===== src/rtl/pipe_pkg.sv =====
// rtl/pipe_pkg.sv - shared types and match helpers for the pipeline hazard controller
package pipe_pkg;

    localparam int SLOT_AW = 5;
    localparam logic [SLOT_AW-1:0] REG_ZERO = '0;

    typedef enum logic [1:0] {
        FWD_RF  = 2'b00,
        FWD_WB  = 2'b01,
        FWD_MEM = 2'b10
    } fwd_sel_t;

    typedef struct packed {
        logic               valid;
        logic [SLOT_AW-1:0] dst;
        logic [SLOT_AW-1:0] rs;
        logic [SLOT_AW-1:0] rt;
        logic               useRs;
        logic               useRt;
        logic               regWrite;
        logic               memRead;
        logic               memWrite;
    } shadow_slot_t;

    // r0 is hardwired to zero, so a producer targeting it never creates a dependency.
    function automatic logic hazardMatch(input shadow_slot_t s, input logic [SLOT_AW-1:0] src,
                                         input logic useSrc);
        return useSrc && s.valid && s.regWrite && (s.dst != REG_ZERO) && (s.dst == src);
    endfunction

    // A load still in MEM has no data yet, so only WB may satisfy it.
    function automatic fwd_sel_t fwdSelect(input shadow_slot_t memS, input shadow_slot_t wbS,
                                           input logic [SLOT_AW-1:0] src, input logic useSrc);
        if (hazardMatch(memS, src, useSrc) && !memS.memRead) begin
            return FWD_MEM;
        end
        if (hazardMatch(wbS, src, useSrc)) begin
            return FWD_WB;
        end
        return FWD_RF;
    endfunction

endpackage


===== src/rtl/hazard_shadow_slot.sv =====
// rtl/hazard_shadow_slot.sv - one shadow pipeline register tracking register-use info of a stage
module hazard_shadow_slot
    import pipe_pkg::*;
(
    input  logic         clk,
    input  logic         reset,
    input  logic         en,
    input  logic         flush,
    input  shadow_slot_t d,
    output shadow_slot_t q
);

    always_ff @(posedge clk or negedge reset) begin
        if (!reset) begin
            q <= '0;
        end else if (flush) begin
            q <= '0;
        end else if (en) begin
            q <= d;
        end
    end

endmodule


===== src/rtl/pipe_hazard_ctrl.sv =====
// rtl/pipe_hazard_ctrl.sv - stall, flush, memory-wait and forwarding control for the 5-stage pipeline
module pipe_hazard_ctrl
    import pipe_pkg::*;
#(
    parameter int REG_AW  = 5,
    parameter int MEM_LAT = 1,
    parameter int FWD_EN  = 1
) (
    input  logic              clk,
    input  logic              reset,
    input  logic              id_valid,
    input  logic [REG_AW-1:0] id_rs,
    input  logic [REG_AW-1:0] id_rt,
    input  logic              id_use_rs,
    input  logic              id_use_rt,
    input  logic [REG_AW-1:0] id_dst,
    input  logic              id_regwrite,
    input  logic              id_memread,
    input  logic              id_memwrite,
    input  logic              redirect_mem,
    output logic              pc_en,
    output logic              ifid_en,
    output logic              idex_en,
    output logic              exmem_en,
    output logic              memwb_en,
    output logic              ifid_flush,
    output logic              idex_flush,
    output logic              exmem_flush,
    output logic              memwb_flush,
    output logic [1:0]        fwd_a,
    output logic [1:0]        fwd_b,
    output logic              mem_busy
);

    localparam int CNT_W = (MEM_LAT > 1) ? $clog2(MEM_LAT) : 1;

    shadow_slot_t       idSlot;
    shadow_slot_t       exSlot;
    shadow_slot_t       memSlot;
    shadow_slot_t       wbSlot;
    logic [SLOT_AW-1:0] idRs;
    logic [SLOT_AW-1:0] idRt;
    logic [CNT_W-1:0]   waitCnt;
    logic               memBusy;
    logic               memEnter;
    logic               dataStall;
    fwd_sel_t           fwdA;
    fwd_sel_t           fwdB;

    assign idRs = SLOT_AW'(id_rs);
    assign idRt = SLOT_AW'(id_rt);

    always_comb begin
        idSlot          = '0;
        idSlot.valid    = id_valid;
        idSlot.dst      = SLOT_AW'(id_dst);
        idSlot.rs       = idRs;
        idSlot.rt       = idRt;
        idSlot.useRs    = id_use_rs;
        idSlot.useRt    = id_use_rt;
        idSlot.regWrite = id_regwrite;
        idSlot.memRead  = id_memread;
        idSlot.memWrite = id_memwrite;
    end

    hazard_shadow_slot uExSlot (
        .clk   (clk),
        .reset (reset),
        .en    (idex_en),
        .flush (idex_flush),
        .d     (idSlot),
        .q     (exSlot)
    );

    hazard_shadow_slot uMemSlot (
        .clk   (clk),
        .reset (reset),
        .en    (exmem_en),
        .flush (exmem_flush),
        .d     (exSlot),
        .q     (memSlot)
    );

    hazard_shadow_slot uWbSlot (
        .clk   (clk),
        .reset (reset),
        .en    (memwb_en),
        .flush (memwb_flush),
        .d     (memSlot),
        .q     (wbSlot)
    );

    // Without forwarding every in-flight producer blocks; with it only a load one stage ahead does.
    always_comb begin
        dataStall = 1'b0;
        if (id_valid) begin
            if (FWD_EN != 0) begin
                dataStall = exSlot.memRead &&
                            (hazardMatch(exSlot, idRs, id_use_rs) || hazardMatch(exSlot, idRt, id_use_rt));
            end else begin
                dataStall = hazardMatch(exSlot, idRs, id_use_rs)  || hazardMatch(exSlot, idRt, id_use_rt)  ||
                            hazardMatch(memSlot, idRs, id_use_rs) || hazardMatch(memSlot, idRt, id_use_rt) ||
                            hazardMatch(wbSlot, idRs, id_use_rs)  || hazardMatch(wbSlot, idRt, id_use_rt);
            end
        end
    end

    assign memBusy = (waitCnt != '0);

    always_comb begin
        pc_en       = 1'b1;
        ifid_en     = 1'b1;
        idex_en     = 1'b1;
        exmem_en    = 1'b1;
        memwb_en    = 1'b1;
        ifid_flush  = 1'b0;
        idex_flush  = 1'b0;
        exmem_flush = 1'b0;
        memwb_flush = 1'b0;
        if (reset) begin
            if (memBusy) begin
                pc_en       = 1'b0;
                ifid_en     = 1'b0;
                idex_en     = 1'b0;
                exmem_en    = 1'b0;
                memwb_flush = 1'b1;
            end else if (redirect_mem) begin
                ifid_flush  = 1'b1;
                idex_flush  = 1'b1;
                exmem_flush = 1'b1;
            end else if (dataStall) begin
                pc_en      = 1'b0;
                ifid_en    = 1'b0;
                idex_flush = 1'b1;
            end
        end
    end

    assign mem_busy = memBusy;

    // The access occupies MEM for MEM_LAT cycles: the entry cycle plus MEM_LAT-1 frozen ones.
    assign memEnter = (MEM_LAT > 1) && exmem_en && !exmem_flush && exSlot.valid &&
                      (exSlot.memRead || exSlot.memWrite);

    always_ff @(posedge clk or negedge reset) begin
        if (!reset) begin
            waitCnt <= '0;
        end else if (memBusy) begin
            waitCnt <= waitCnt - CNT_W'(1);
        end else if (memEnter) begin
            waitCnt <= CNT_W'(MEM_LAT - 1);
        end
    end

    always_comb begin
        fwdA = FWD_RF;
        fwdB = FWD_RF;
        if (FWD_EN != 0) begin
            fwdA = fwdSelect(memSlot, wbSlot, exSlot.rs, exSlot.valid && exSlot.useRs);
            fwdB = fwdSelect(memSlot, wbSlot, exSlot.rt, exSlot.valid && exSlot.useRt);
        end
    end

    assign fwd_a = fwdA;
    assign fwd_b = fwdB;

    illegalRedirect: assert property (@(posedge clk) disable iff (!reset) !(redirect_mem && memBusy));

endmodule


===== config.mk =====
export PLATFORM = sky130hd
export DESIGN_NAME = pipe_hazard_ctrl
export DESIGN_NICKNAME = d
export VERILOG_FILES = /design/src/rtl/pipe_pkg.sv /design/src/rtl/hazard_shadow_slot.sv /design/src/rtl/pipe_hazard_ctrl.sv
export SDC_FILE = /design/constraint.sdc
export NUM_CORES = 1
export LEC_CHECK = 0
export CORE_ASPECT_RATIO = 1.1
export CORE_UTILIZATION = 51
export DETAILED_ROUTE_END_ITERATION = 10
export PLACE_DENSITY = 0.77
export SETUP_SLACK_MARGIN = 0.02
export SLEW_MARGIN = 20
export SYNTH_ARGS = -nofsm -noshare
export SYNTH_HDL_FRONTEND = slang
export SYNTH_HIERARCHICAL = 1
export SYNTH_SLANG_ARGS = --single-unit

===== constraint.sdc =====
create_clock -name clk -period 1.95 [get_ports clk]
set_clock_uncertainty 0.05 [all_clocks]
set_input_delay 0.585 -clock clk [delete_from_list [all_inputs] [get_ports clk]]
set_output_delay 0.585 -clock clk [all_outputs]
set_load 0.03 [all_outputs]

After elaboration in Yosys (flattened, before gate mapping)
Index checks and enable logic that the tools add are counted.
- logic and storage cells: 101
- flip-flop bits (word level): 50
- output and inout port bits: 14
- bits of input ports: 24
- reductions and logical operators: 36
- equality and inequality tests: 6
- muxes and demuxes: 36
- add/sub/neg operators: 1
- operator list (operator ; number):
    21-bit 2-to-1 mux ; 5
    5-bit equality test ; 6
    1-bit logical AND ; 29
    1-bit 2-to-1 mux ; 23
    2-bit 2-to-1 mux ; 8
    5-bit nonzero test ; 3
    2-bit nonzero test ; 2
    1-bit logical NOT ; 1
    1-bit logical OR ; 1
    1-bit subtractor (second input constant) ; 1

Depth between registers and ports, before layout
- depth in word-level cells: 12
- mapped depth: 6
- gate-level depth less buffers: 5

By module
Netlist, hierarchy kept.
- by module, submodules not included (module ; sequential area each (sq um) ; area an instance (sq um) ; instances ; cells an instance):
    hazard_shadow_slot ; 525.5 ; 857.1 ; 3 ; 68
    pipe_hazard_ctrl ; 0.0 ; 503.0 ; 1 ; 69

Worst setup path before layout
No wires, ideal clock.
- path type: register -> output
- from: register uMemSlot/q[18] in the netlist's numbering
- to: output port fwd_a[0]
- path buffers: 0
- required time: 1315 ps
- path slack: -814 ps
- data arrival time: 2129 ps
- stages on the path, launching flop included: 5
- cells stage by stage: dfrtp_1 -> or4_1 -> o2111ai_1 -> nor4_1 -> nor2_1
- word-level cells in the longest chain between the ends: 6
- elaborated cells between the ends (all ways): 7
- classes of those cells: 1 x eq/ne; 2 x mux; 4 x reduce/logical
- RTL lines (element ; line ; text):
    from (decl) ; hazard_shadow_slot.sv:10 ; output shadow_slot_t q
    from (signal assigned) ; hazard_shadow_slot.sv:15 ; q <= '0;
    from (signal assigned) ; hazard_shadow_slot.sv:17 ; q <= '0;
    from (signal assigned) ; hazard_shadow_slot.sv:19 ; q <= d;
    5-bit nonzero test ; pipe_pkg.sv:28 ; return useSrc && s.valid && s.regWrite && (s.dst != REG_ZERO) && (s.dst == src);
    1-bit logical AND ; pipe_pkg.sv:28 ;
    1-bit logical AND * ; pipe_pkg.sv:28 ;
    1-bit logical AND * ; pipe_pkg.sv:34 ; if (hazardMatch(memS, src, useSrc) && !memS.memRead) begin
    1-bit 2-to-1 mux * ; pipe_pkg.sv:34 ;
    2-bit 2-to-1 mux * ; pipe_pkg.sv:37 ; if (hazardMatch(wbS, src, useSrc)) begin
    to (decl) ; pipe_hazard_ctrl.sv:30 ; output logic [1:0] fwd_a,
Mark *: on every way between the ends. The rest lies on a longest branch, timed or not.

Final worst setup path
- from: register uMemSlot/q[18] in the netlist's numbering
- to: output port fwd_b[0]
- word-level cells in the longest chain between the ends: 6
- elaborated cells between the ends (all ways): 7
- classes of those cells: 1 x eq/ne; 2 x mux; 4 x reduce/logical
- RTL lines (element ; line ; text):
    5-bit nonzero test ; pipe_pkg.sv:28 ;
    1-bit logical AND ; pipe_pkg.sv:28 ;
    1-bit logical AND * ; pipe_pkg.sv:28 ;
    1-bit logical AND * ; pipe_pkg.sv:34 ;
    1-bit 2-to-1 mux * ; pipe_pkg.sv:34 ;
    2-bit 2-to-1 mux * ; pipe_pkg.sv:37 ;
    to (decl) ; pipe_hazard_ctrl.sv:31 ; output logic [1:0] fwd_b,
Marks and branches as above.

==> results by group <==
Critical path
  • CP delay by family, top: simple AND/OR/NAND/NOR gates
  • Worst path arrival time: between 1.5 and 2 ns
  • Max incr delay on CP: between 0.5 and 0.6 ns
  • Worst path cell trace: or4_4 -> o2111ai_4 -> nor4_4 -> and4bb_4 -> buf_6
  • Startpoint Class: register
  • Reg-to-reg endpoint: uExSlot/q[7]
  • CP Class: reg2out
  • Critical path buffer and inverter count: 1
  • Slowest cell on crit path: or4_4
  • CP endpoint: fwd_b[0]
  • Reg2Reg Setup Slack: 0.21 ns
  • WP data required: between 1 and 1.5 ns
  • Crit Path Max Fanout: 2
  • Worst path depth: 5
  • RR Startpoint: uExSlot/q[15]
  • Crit path from: uMemSlot/q[18]
  • Worst setup EP type: output pin
  • Reg2Reg Depth: 7

Clock network
  • Clk Latency, worst-skew pair: around 0.29 ns
  • Hold Buf Count CTS: 0
  • Total CTS buffers: 5
  • H-tree Lvls: 2
  • Num Clock Sinks: 35
  • Clock transition at path regs: 0.07 ns
  • CTS tree: yes
  • CTS Buffer Depth: 2
  • Root Driver: clkbuf_8

GRT
  • Grt total ovfl: 0
  • Antenna violations before repair: 0
  • First-pass GRT wire length: roughly 8200 um
  • Vias in the first global route: roughly 1700
  • Largest net degree at the start of global routing: 36
  • Gr usage total: approximately 29%

Synthesis
  • Warning count from the yosys run: 6
  • Syn Inst Count: between 150 and 200
  • Netlist Area Pre-Place: 0.00199 mm^2
  • Post-Syn Area per Cell: 10.5 um^2

Drt
  • Total routed wirelength: roughly 5400 um
  • Routed len/inst: 17.4 um
  • Post-route ant nets: 0
  • Drt initial violations: 65
  • Vias: between 1500 and 2000
  • 1st-pass router iterations: 4
  • Via density: 5.17
  • DRC viols: 0

Die
  • Top Ports: 38
  • Chip Width: a little over 60 um
  • Core box area: 0.00368 mm^2
  • Die ar.: 0.00415 mm^2
  • # rows: 23
  • Initial core utilization: 54.0%
  • Die Ht: 67.5 um

Timing
  • Crit path time final: about 2.6 ns
  • Hold Vio Cnt, Final: 0
  • Max-slew violation count: 0
  • Final period util: 135%
  • Final setup viols: 7
  • Fin Setup TNS: -3.23 ns
  • Worst setup margin: -0.673 ns
  • Max Clk Rate: about 380 MHz
  • Unrepaired setup endpoints after global routing: true

Hold path
  • Hold Crit Class: in2async

Pwr
  • Pwr per Cell Area: 734 mW/mm^2
  • Logic pwr share: between 20% and 30%
  • Lkg Pwr: 1.39 nW
  • Clock Power Share: 33.4%
  • Final Total Pwr: roughly 0.0021 W
  • Sw power: 0.000583 W
  • Reg power frac: between 40% and 50%
  • VDD IR max: approximately 460 uV
  • Sw Share: 28.4%
  • Internal: roughly 0.0015 W

Placement
  • Final HPWL DP: 3870 um
  • Placed cells: around 300
  • Placed Instance Area: about 0.0026 mm^2
  • Placer Congestion: 0.963
  • Port Buf Inserts: 31

Final layout
  • Post-Route Utilization: between 70% and 80%
  • Layout cell share with drive strength beyond 1: between 30% and 40%
  • Synth-to-layout area growth: 40.5%
  • Nets@finish: 285
  • Post-Layout Cell Count: about 310
  • N_diodes: 0
  • Final Cell Area: roughly 0.0028 mm^2
  • Filler cell count: about 270

Job
  • Max-cap violations: 0

Outcome
  • Failing checks: setup timing
  • Run status: complete, but fails checks
## layer usage
layer  GRT usage [%]  routed length [um]  part of all wire (%)  vias up
met5               0                   0                     0        -
met4            12.2                 110                   2.0        0
met3            5.94                 140                   2.6       10
met2            49.1                2920                    54       39
met1            34.3                2260                    42      801
li1                -                   -                     -      764
## state kept, by name, indices dropped and copies added, names as in the netlist
register,cells
uExSlot/q,20
uMemSlot/q,8
uWbSlot/q,7
## worst min path at each step
| stage | from | to | slack [ns] | depth (start not counted) |
|---|---|---|---|---|
| floorplan | reset | uExSlot/q[10] | 0.24 | 0 |
| global placement | uExSlot/q[1] | uMemSlot/q[1] | 0.56 | 3 |
| detailed placement | uExSlot/q[1] | uMemSlot/q[1] | 0.58 | 3 |
| CTS | reset | uExSlot/q[1] | 0.45 | 3 |
| global route | reset | uMemSlot/q[18] | 0.48 | 3 |
| finish | reset | uExSlot/q[1] | 0.45 | 3 |
## layout by cell type, fill, tap and decap left out, types with 2 or more instances in the layout
cell type / count
clkbuf_8: 6
nor4_4: 2
dfrtp_2: 4
xnor2_1: 16
xor2_1: 6
nor2_1: 36
dlygate4sd2_1: 4
buf_2: 5
inv_1: 3
clkbuf_2: 4
buf_4: 45
mux2i_1: 35
dfrtp_1: 31
buf_6: 11
nand2_1: 2
nand4_1: 7
clkdlybuf4s15_2: 2
or4_1: 2
xnor2_2: 6
clkdlybuf4s50_1: 7
conb_1: 11
## metrics by stage
stage,setup WS [ns],hold slack (ns)
2_1_floorplan,-0.394,0.239
3_3_place_gp,-0.967,0.556
3_5_place_dp,-1.03,0.581
4_1_cts,-0.694,0.447
5_1_grt,-0.736,0.478
6_report,-0.673,0.446
## worst reg2reg max path, cell delays in order (launching register included)
cell	delay, ns
dfrtp_2	0.45
xnor2_1	0.21
nand4_1	0.15
o22ai_2	0.15
a21o_2	0.17
buf_4	0.10
buf_4	0.23
nor2_1	0.10
## area by class of cell
| cell class | instances | area [um^2] | share of cell area [%] |
|---|---|---|---|
| clock inverter | 2 | 35.0 | 1.25 |
| inverter | 3 | 11.3 | 0.403 |
| multi-input combinational | 138 | 1090 | 38.9 |
| timing repair buffer | 78 | 634 | 22.7 |
| sequential | 35 | 881 | 31.5 |
| tap | 50 | 62.6 | 2.24 |
| clock buffer | 6 | 82.6 | 2.96 |
## power groups by stage
stage | Sequential, W | Clock [W] | Combinational (W)
after floorplan | 0.000861 | 0 | 0.000263
after global placement | 0.000855 | 0 | 0.000453
after detailed placement | 0.000860 | 0 | 0.000465
after CTS | 0.000850 | 0.000694 | 0.000481
after global routing | 0.000859 | 0.000733 | 0.000549
final | 0.000852 | 0.000686 | 0.000514
## timing repair
item,in CTS,in global routing
gates resized for setup,76,19
setup buffers,2,5
pin swaps,18,13
setup endpoints to repair,29,9
Power figures use the tool's default switching activity.
